### src/rtl/load_sequencer.sv
// Serial payload loader: packs UART bits into bytes for the image, coef and
// bias stores, then hands off to the CNN core and waits for completion.
module load_sequencer #(
  parameter int IMG_BITS  = 3136,
  parameter int COEF_BITS = 138880,
  parameter int BIAS_BITS = 424,
  parameter int ADDR_W    = 15
) (
  input  logic              clk,
  input  logic              rst_n,
  input  logic              start_i,
  input  logic              bit_i,
  input  logic              bit_valid_i,
  input  logic              cnn_done_i,
  output logic              wr_en_o,
  output logic [1:0]        wr_sel_o,
  output logic [ADDR_W-1:0] wr_addr_o,
  output logic [7:0]        wr_data_o,
  output logic              cnn_start_o,
  output logic              busy_o,
  output logic              done_o,
  output logic              err_o
);

  localparam int MAX_IC =
    (IMG_BITS > COEF_BITS) ? IMG_BITS : COEF_BITS;
  localparam int MAX_BITS =
    (MAX_IC > BIAS_BITS) ? MAX_IC : BIAS_BITS;
  localparam int CNT_W = $clog2(MAX_BITS);

  localparam logic [CNT_W-1:0] IMG_LAST =
    CNT_W'(IMG_BITS - 1);
  localparam logic [CNT_W-1:0] COEF_LAST =
    CNT_W'(COEF_BITS - 1);
  localparam logic [CNT_W-1:0] BIAS_LAST =
    CNT_W'(BIAS_BITS - 1);

  typedef enum logic [2:0] {
    IDLE,
    LOAD_IMG,
    LOAD_COEF,
    LOAD_BIAS,
    START,
    RUN,
    DONE
  } state_t;

  state_t            state;
  state_t            load_next;
  logic [CNT_W-1:0]  bit_cnt;
  logic [7:0]        byte_buf;
  logic [ADDR_W-1:0] word_addr;
  logic              is_load;
  logic              phase_last;
  logic [1:0]        phase_sel;
  logic [7:0]        byte_next;

  // LSB-first: each new bit enters at the top and slides down.
  assign byte_next = {bit_i, byte_buf[7:1]};

  always_comb begin
    is_load    = 1'b0;
    phase_last = 1'b0;
    phase_sel  = 2'd0;
    load_next  = IDLE;
    unique case (1'b1)
      (state == LOAD_IMG): begin
        is_load    = 1'b1;
        phase_last = (bit_cnt == IMG_LAST);
        phase_sel  = 2'd0;
        load_next  = LOAD_COEF;
      end
      (state == LOAD_COEF): begin
        is_load    = 1'b1;
        phase_last = (bit_cnt == COEF_LAST);
        phase_sel  = 2'd1;
        load_next  = LOAD_BIAS;
      end
      (state == LOAD_BIAS): begin
        is_load    = 1'b1;
        phase_last = (bit_cnt == BIAS_LAST);
        phase_sel  = 2'd2;
        load_next  = START;
      end
      default: begin
        is_load = 1'b0;
      end
    endcase
  end

  always_ff @(posedge clk) begin
    if (!rst_n) begin
      state       <= IDLE;
      bit_cnt     <= '0;
      byte_buf    <= '0;
      word_addr   <= '0;
      wr_en_o     <= 1'b0;
      wr_sel_o    <= 2'd0;
      wr_addr_o   <= '0;
      wr_data_o   <= '0;
      cnn_start_o <= 1'b0;
      busy_o      <= 1'b0;
      done_o      <= 1'b0;
      err_o       <= 1'b0;
    end else begin
      wr_en_o     <= 1'b0;
      cnn_start_o <= 1'b0;
      done_o      <= 1'b0;
      if (bit_valid_i && !is_load)
        err_o <= 1'b1;
      unique case (state)
        IDLE: begin
          if (start_i) begin
            state     <= LOAD_IMG;
            busy_o    <= 1'b1;
            err_o     <= 1'b0;
            bit_cnt   <= '0;
            word_addr <= '0;
          end
        end
        LOAD_IMG, LOAD_COEF, LOAD_BIAS: begin
          if (bit_valid_i) begin
            byte_buf <= byte_next;
            if (bit_cnt[2:0] == 3'd7) begin
              wr_en_o   <= 1'b1;
              wr_sel_o  <= phase_sel;
              wr_addr_o <= word_addr;
              wr_data_o <= byte_next;
              word_addr <= word_addr + 1'b1;
            end
            // Clearing here overrides the increment above on the last word.
            if (phase_last) begin
              bit_cnt     <= '0;
              word_addr   <= '0;
              state       <= load_next;
              cnn_start_o <= (load_next == START);
            end else begin
              bit_cnt <= bit_cnt + 1'b1;
            end
          end
        end
        START: begin
          state <= RUN;
        end
        RUN: begin
          if (cnn_done_i) begin
            state  <= DONE;
            done_o <= 1'b1;
          end
        end
        DONE: begin
          state  <= IDLE;
          busy_o <= 1'b0;
        end
        default: begin
          state  <= IDLE;
          busy_o <= 1'b0;
        end
      endcase
    end
  end

endmodule
### config.mk
export PLATFORM = sky130hd
export DESIGN_NAME = load_sequencer
export DESIGN_NICKNAME = d
export VERILOG_FILES = /design/src/rtl/load_sequencer.sv
export SDC_FILE = /design/constraint.sdc
export NUM_CORES = 1
export LEC_CHECK = 0
export CAP_MARGIN = 20
export CORE_ASPECT_RATIO = 1.1
export CORE_MARGIN = 5
export CORE_UTILIZATION = 56
export DETAILED_ROUTE_END_ITERATION = 7
export MAX_ROUTING_LAYER = met4
export PLACE_DENSITY = 0.75
export SYNTH_ARGS = -nofsm -noshare
export SYNTH_HDL_FRONTEND = slang
export SYNTH_SLANG_ARGS = --single-unit
### constraint.sdc
create_clock -name clk -period 2.3 [get_ports clk]
set_input_delay 0.46 -clock clk [delete_from_list [all_inputs] [get_ports clk]]
set_output_delay 0.46 -clock clk [all_outputs]
set_load 0.005 [all_outputs]
==> flow_summary.json <==
{
  "mappedNetlistArea_um2": 3350,
  "r2r_start": "state[2]$_SDFFE_PN0P_",
  "seqCellArea_um2": 1460,
  "ctsLongestPathBuffers": 2,
  "track_usage_pct": 20.8,
  "synth-main-ff-cell": "dfxtp_1",
  "multi_input_comb_area_um2": 1770,
  "max_clock_freq_mhz": 469,
  "rsz0062_at_grt": "no",
  "start_util_pct": 57.7,
  "postSynth.asyncResetShare_pct": 0,
  "worstSetupStartpoint": "state[2]$_SDFFE_PN0P_",
  "worstSetupEndpointType": "register",
  "io_buffers": 35,
  "post_cts_buffers": 0,
  "finalCritPeriodShare_pct": 92.8,
  "insertion_delay_ps": 350,
  "status": "completed",
  "peakVddDrop_mv": 0.514,
  "grt_overflow": 0,
  "path_clk_slew_ps": 80,
  "nets": 452,
  "via_count": 2991,
  "die_area_um2": 7620,
  "synth-seq-cells": 73,
  "antenna_found_initial": 0,
  "grt_max_degree": 38,
  "dp_hpwl_mm": 5.07,
  "rows": 29,
  "p_comb_share_pct": 6.5,
  "die_w_um": 83.7,
  "htree_levels": 3,
  "syn_inst": 401,
  "dr.pass1.iters": 4,
  "skew_ps": 11.1,
  "holdCritPathClass": "register to register",
  "ant_nets": 0,
  "area_growth_pct": 22.8,
  "fin_crit_ps": 2130,
  "finish.utilization_pct": 70.8,
  "clkPwrFrac_pct": 43.5,
  "yosys_warnings": 0,
  "synth_edf_count": 0,
  "path_max_fanout": 22,
  "core_area_um2": 5810,
  "tightest_slew_ps": 635,
  "post_synth.cell_area_avg_um2": 8.35,
  "worstPathArrival_ps": 2410,
  "maxCapViolations": 0,
  "die-height_um": 91.1,
  "grt_first_pass_wirelength_mm": 12.7,
  "io_pins": 36,
  "max_slew_margin_pct": 57.4,
  "switchingPower_uw": 584,
  "routed_wl_mm": 7.48,
  "cts-root-buf": "clkbuf_8",
  "critPathLaunchType": "register",
  "layout-drive-gt1-share_pct": 11.6,
  "cts_buffers": 9,
  "viasPerCell": 5.70,
  "synth_cell_types": 51,
  "route.detailed.drc": 0,
  "clock-sinks": 73,
  "first_iter_violations": 243,
  "hold_viol": 0,
  "post_dp_cell_area_um2": 3870,
  "whs_ps": 455,
  "setup-violations-final": 0,
  "finalInstanceArea_um2": 4110,
  "n_fill_cell": 453,
  "path_class": "register to register",
  "maxSlewViolCount": 0,
  "internal-power_uw": 1980,
  "drt-wirelength-per-cell_um": 14.2,
  "hp-start": "wr_data_o[2]$_SDFFE_PN0P_",
  "cts_tree": "built",
  "worstPathRequired_ps": 2570,
  "leakage_uw": 0.00135,
  "power_density_nw_per_um2": 623,
  "syn-num-nets": 410,
  "seqPwrFrac_pct": 50.0,
  "yosysSeqAreaShare_pct": 43.7,
  "sw_frac_of_total_pct": 22.8,
  "tns_ps": 0,
  "gp_congestion": 0.824,
  "antennaDiodeCount": 0,
  "grt_pass1_vias": 2755
}
## state kept, by name, indices dropped and copies added (netlist names)
signal	flops
wr_addr_o	15
wr_en_o	1
state	3
byte_buf	7
bit_cnt	18
wr_data_o	8
word_addr	15
cnn_start_o	1
wr_sel_o	2
err_o	1
done_o	1
busy_o	1
## critical path, stage by stage, from the launching register on
cell      delay (ps)
dfxtp_1          500
nand3b_1         320
nor4b_4          340
o211ai_4         280
a211oi_1         400
mux2i_1          210
## power by group through the flow
| stage | logic [uW] | registers [uW] | clock network [uW] |
|---|---|---|---|
| floorplan | 103 | 1310 | 0 |
| global placement | 161 | 1310 | 0 |
| detailed placement | 164 | 1310 | 0 |
| CTS | 165 | 1280 | 1130 |
| global route | 186 | 1280 | 1190 |
| finish | 167 | 1280 | 1110 |
## cells in the mapped netlist (2+ instances only)
master / n / share of area, %
and2_1: 4 / 0.75
and4_1: 2 / 0.52
nand2_1: 77 / 8.6
nor4b_2: 2 / 0.90
nor4_1: 2 / 0.37
clkbuf_1: 23 / 2.6
a211oi_1: 8 / 1.8
xor2_1: 12 / 3.1
o22ai_1: 2 / 0.37
nor3_1: 5 / 0.75
or3b_1: 2 / 0.52
mux2i_1: 10 / 3.0
o21ai_0: 5 / 0.75
nand3b_1: 11 / 2.5
buf_2: 4 / 0.60
dfxtp_1: 73 / 44
ha_1: 3 / 1.1
and3_1: 4 / 0.75
xnor2_1: 3 / 0.79
nand3_1: 32 / 4.8
o211ai_1: 2 / 0.45
a21oi_1: 42 / 6.3
nand4_1: 14 / 2.6
nand2b_1: 2 / 0.37
a2111o_1: 2 / 0.67
nor2_1: 25 / 2.8
inv_1: 6 / 0.67
## final timing paths
kind / end / slack [ps] / cells past startpoint
worst max register to register: word_addr[9]$_SDFFE_PN0P_ / 170 / 5
worst max-delay path: word_addr[9]$_SDFFE_PN0P_ / 170 / 5
worst min register to register: wr_data_o[2]$_SDFFE_PN0P_ / 450 / 2
worst min-delay path: wr_data_o[2]$_SDFFE_PN0P_ / 450 / 2
## per-stage QoR
stage | total power (uW) | std cells | setup WS (ps)
detailed placement | 1470 | 509 | -32.5
CTS | 2570 | 525 | 138
floorplan | 1410 | 401 | 405
finish | 2560 | 525 | 166
global route | 2660 | 525 | 11.3
global placement | 1470 | 509 | 11.7
## cells by family (layout without fill, tap and decap cells)
| family | Yosys count | count (layout) | synth area share (%) |
|---|---|---|---|
| DFF | 73 | 73 | 43.7 |
| buffers and inverters | 34 | 81 | 4.19 |
| adders and majority gates | 3 | 3 | 1.12 |
| muxes | 11 | 11 | 3.66 |
| AOI/OAI and AO/OA | 75 | 75 | 15.1 |
| xor gates and xnor gates | 15 | 15 | 3.93 |
| and+or+nand+nor | 190 | 190 | 28.3 |
## cell usage in the layout (no fill, tap or decap), types with 2 or more instances in the layout
| cell | instances |
|---|---|
| clkdlybuf4s50_1 | 35 |
| ha_1 | 3 |
| o211ai_1 | 2 |
| xor2_1 | 12 |
| clkinv_2 | 2 |
| nor3_1 | 5 |
| and2_1 | 4 |
| nand3b_1 | 11 |
| a211oi_1 | 8 |
| clkbuf_8 | 10 |
| or3b_1 | 2 |
| a2111o_1 | 2 |
| and3_1 | 4 |
| nand2_1 | 77 |
| inv_1 | 6 |
| a21oi_1 | 42 |
| dfxtp_1 | 73 |
| bufinv_16 | 2 |
| xnor2_1 | 3 |
| nand3_1 | 32 |
| mux2i_1 | 10 |
| nand2b_1 | 2 |
| nand4_1 | 14 |
| o22ai_1 | 2 |
| and4_1 | 2 |
| nor2_1 | 25 |
| o21ai_0 | 5 |
| buf_4 | 23 |
## area by class of cell
class	instances	share of cell area (%)
Clock buffer	11	3.44
Clock inverter	5	1.92
Inverter	6	0.548
Multi-Input combinational cell	294	43.0
Sequential cell	73	35.5
Tap cell	77	2.34
Timing Repair Buffer	59	13.2
## timing repair
action / CTS / global route
resized for setup: 0 / 3
setup endpoints to repair: 0 / 5
hold endpoints to repair: 0 / 0
hold buffers: 0 / 0
## layer usage
layer / vias to the layer above / routed length [um] / global-route usage, %
met5: - / 0 / -
met4: 0 / 208 / 10.9
met3: 17 / 342 / 3.44
met2: 85 / 3520 / 32.4
met1: 1400 / 3410 / 25.9
li1: 1489 / - / -
Note: power is estimated with default switching activity, not from simulation.
==> RTL edit: new RTL, same settings <==
Compare `bit_cnt` against `BIAS_LAST` with >= in place of ==.
--- a/src/rtl/load_sequencer.sv
+++ b/src/rtl/load_sequencer.sv
@@ -80,3 +80,3 @@
         is_load    = 1'b1;
-        phase_last = (bit_cnt == BIAS_LAST);
+        phase_last = (bit_cnt >= BIAS_LAST);
         phase_sel  = 2'd2;
Formal check against the unedited RTL: no difference found for any inputs over 10 cycles, from zero or initial values and one cycle with rst_n low; that may be too few to reach the edited logic, so the function may still have changed.
==> RTL edit against the original RTL <==
Total power up 2.3%; worst setup slack worse by 120 ps; core utilization up 3.2 points; sequential share of layout area down 1.0 points; design area up 3.3%; final cell count up 2.7%; die area down 1.8%; synthesized area down 2.0%; hold slack better by 6.4 ps; wire length down 0.64%; fmax down 5.2%; sequential cell count unchanged; largest cell class unchanged; largest power group unchanged; highest routed layer unchanged.
==> RTL edit: results (changes against the original RTL) <==
Pwr
The static power due to leakage is 1.52 nW (+13%). The power spent charging and discharging nets is 0.564 mW (-3.5%). The proportion of power drawn by flip-flops and latches came to 0.492 (-0.008). The fraction of power consumed by the clock network is 0.446 (+0.011). The peak supply drop was 0.474 mV (-7.7%). The internal power summed over all cells was 2.06 mW (+4.1%).

Global route
The via count of the first global-routing pass is 2848 (+3.4%). The pin count of the biggest net entering global routing came to 30 (-21%). The total routing resource utilization after global routing is 0.213 (+0.00520). The number of antenna violations at the first check in global routing was 0 (unchanged). The first-pass GRT wire length was 12900 um (+2.0%).

Route
The violation count after the first detailed-routing iteration is 239 (-1.6%). The detailed-route vias per instance is 5.44 (-4.6%). The total detailed-routing wirelength is 7430 um (-0.64%).

Finish
The ratio of cells with drive above 1 in the final layout is 0.184 (+0.0679). The layout net count came to 466 (+3.1%). The fill cell instance count of the final layout came to 473 (+4.4%).

Critical path
The origin of the worst setup path is start_i. The slowest stage of the critical path belongs to the cell sky130_fd_sc_hd__clkdlybuf4s50_1. The reg2reg setup slack is 110 ps (-60 ps). The capture instance of the worst register-to-register path is word_addr[14]. The count of cells along the worst register-to-register path is 9 (+4).

The startpoint identified for the worst register-to-register timing path is state[1]. The arrival time at the worst endpoint is 2540 ps (+130 ps). The maximum fanout encountered on the critical timing path was 8 (-64%).

The family of cells with the greatest summed delay on the critical path is simple AND/OR/NAND/NOR gates.

STA
The measured slew at the worst slew-check pin is 434 ps (-202 ps). The final period utilization is 0.979 (+0.0510). The final setup skew is 15.6 ps (+4.51 ps).

Synthesis
The adder and majority gate portion of the synthesized area is 0.0114 (+0.000227). The total nets after synthesis is 399 (-2.7%). The post-synthesis compound-gate area fraction came to 0.146 (-0.00457).

By area the synthesized netlist is led by sky130_fd_sc_hd__dfxtp_1 45%, sky130_fd_sc_hd__nand2_1 8.6%, sky130_fd_sc_hd__a21boi_0 5.7%. In the synthesized netlist, the cells that appear most often are 75 x sky130_fd_sc_hd__nand2_1, 73 x sky130_fd_sc_hd__dfxtp_1, 33 x sky130_fd_sc_hd__nor2_1. The post-synthesis sequential area ratio is 0.445 (+0.00883). The proportion of synthesized area in mux cells is 0.0305 (-0.00612).

The xor/xnor cell area share of the yosys netlist is 0.0454 (+0.00613). The number of distinct standard cells referenced by the synthesized netlist is 51 (unchanged).

Placement
The worst setup slack after placement is -356 ps (-324 ps). The detailed placer's ending HPWL is 5230 um (+3.1%). The weighted congestion reported at the end of routability-driven placement came to 0.894 (+8.5%).

Outcome
The flow ran to the end, and the final reports show no timing, DRC or antenna violations.

Worst hold path
The capture endpoint of the worst hold path is wr_data_o[0]. The origin of the worst min-delay path is byte_buf[1].

Clocking
The total setup buffers inserted after CTS was 1 (+1). The post-CTS resize count is 4 (+4).
## RTL edit: cell types whose count changed after synthesis, sizes merged, moves of 5 or more
cell and change:
a21oi -28, a211oi -8, clkbuf -8, o21ai +11
xnor2 +6, nor2 +8, and3 +5, a21boi +26
nand3b -10, nor2b +9, nand4 -9, nand3 -16
nor3 +11
## RTL edit: through the flow
stage               area [um2]  hold slack [ps]  std cells  setup TNS, ps
floorplan                 3280              440        390              0
global placement          3960              449        522          -3990
CTS                       4210              466        539              0
detailed placement        3960              453        522          -4670
global route              4250              489        539              0
finish                    4250              461        539              0
## RTL edit: cell type report
class | instances | share of cell area
clock inverter | 4 | 0.0174
inverter | 6 | 0.00531
timing repair buffer | 75 | 0.159
clock buffer | 12 | 0.0389
tap | 77 | 0.0227
multi-input combinational | 292 | 0.411
sequential | 73 | 0.345
## RTL edit: routing by layer
metal	up-vias	track usage	part of all wire
met5	-	-	0
met4	0	0.0749	0.014
met3	12	0.0575	0.042
met2	52	0.354	0.50
met1	1383	0.247	0.45
li1	1483	-	-
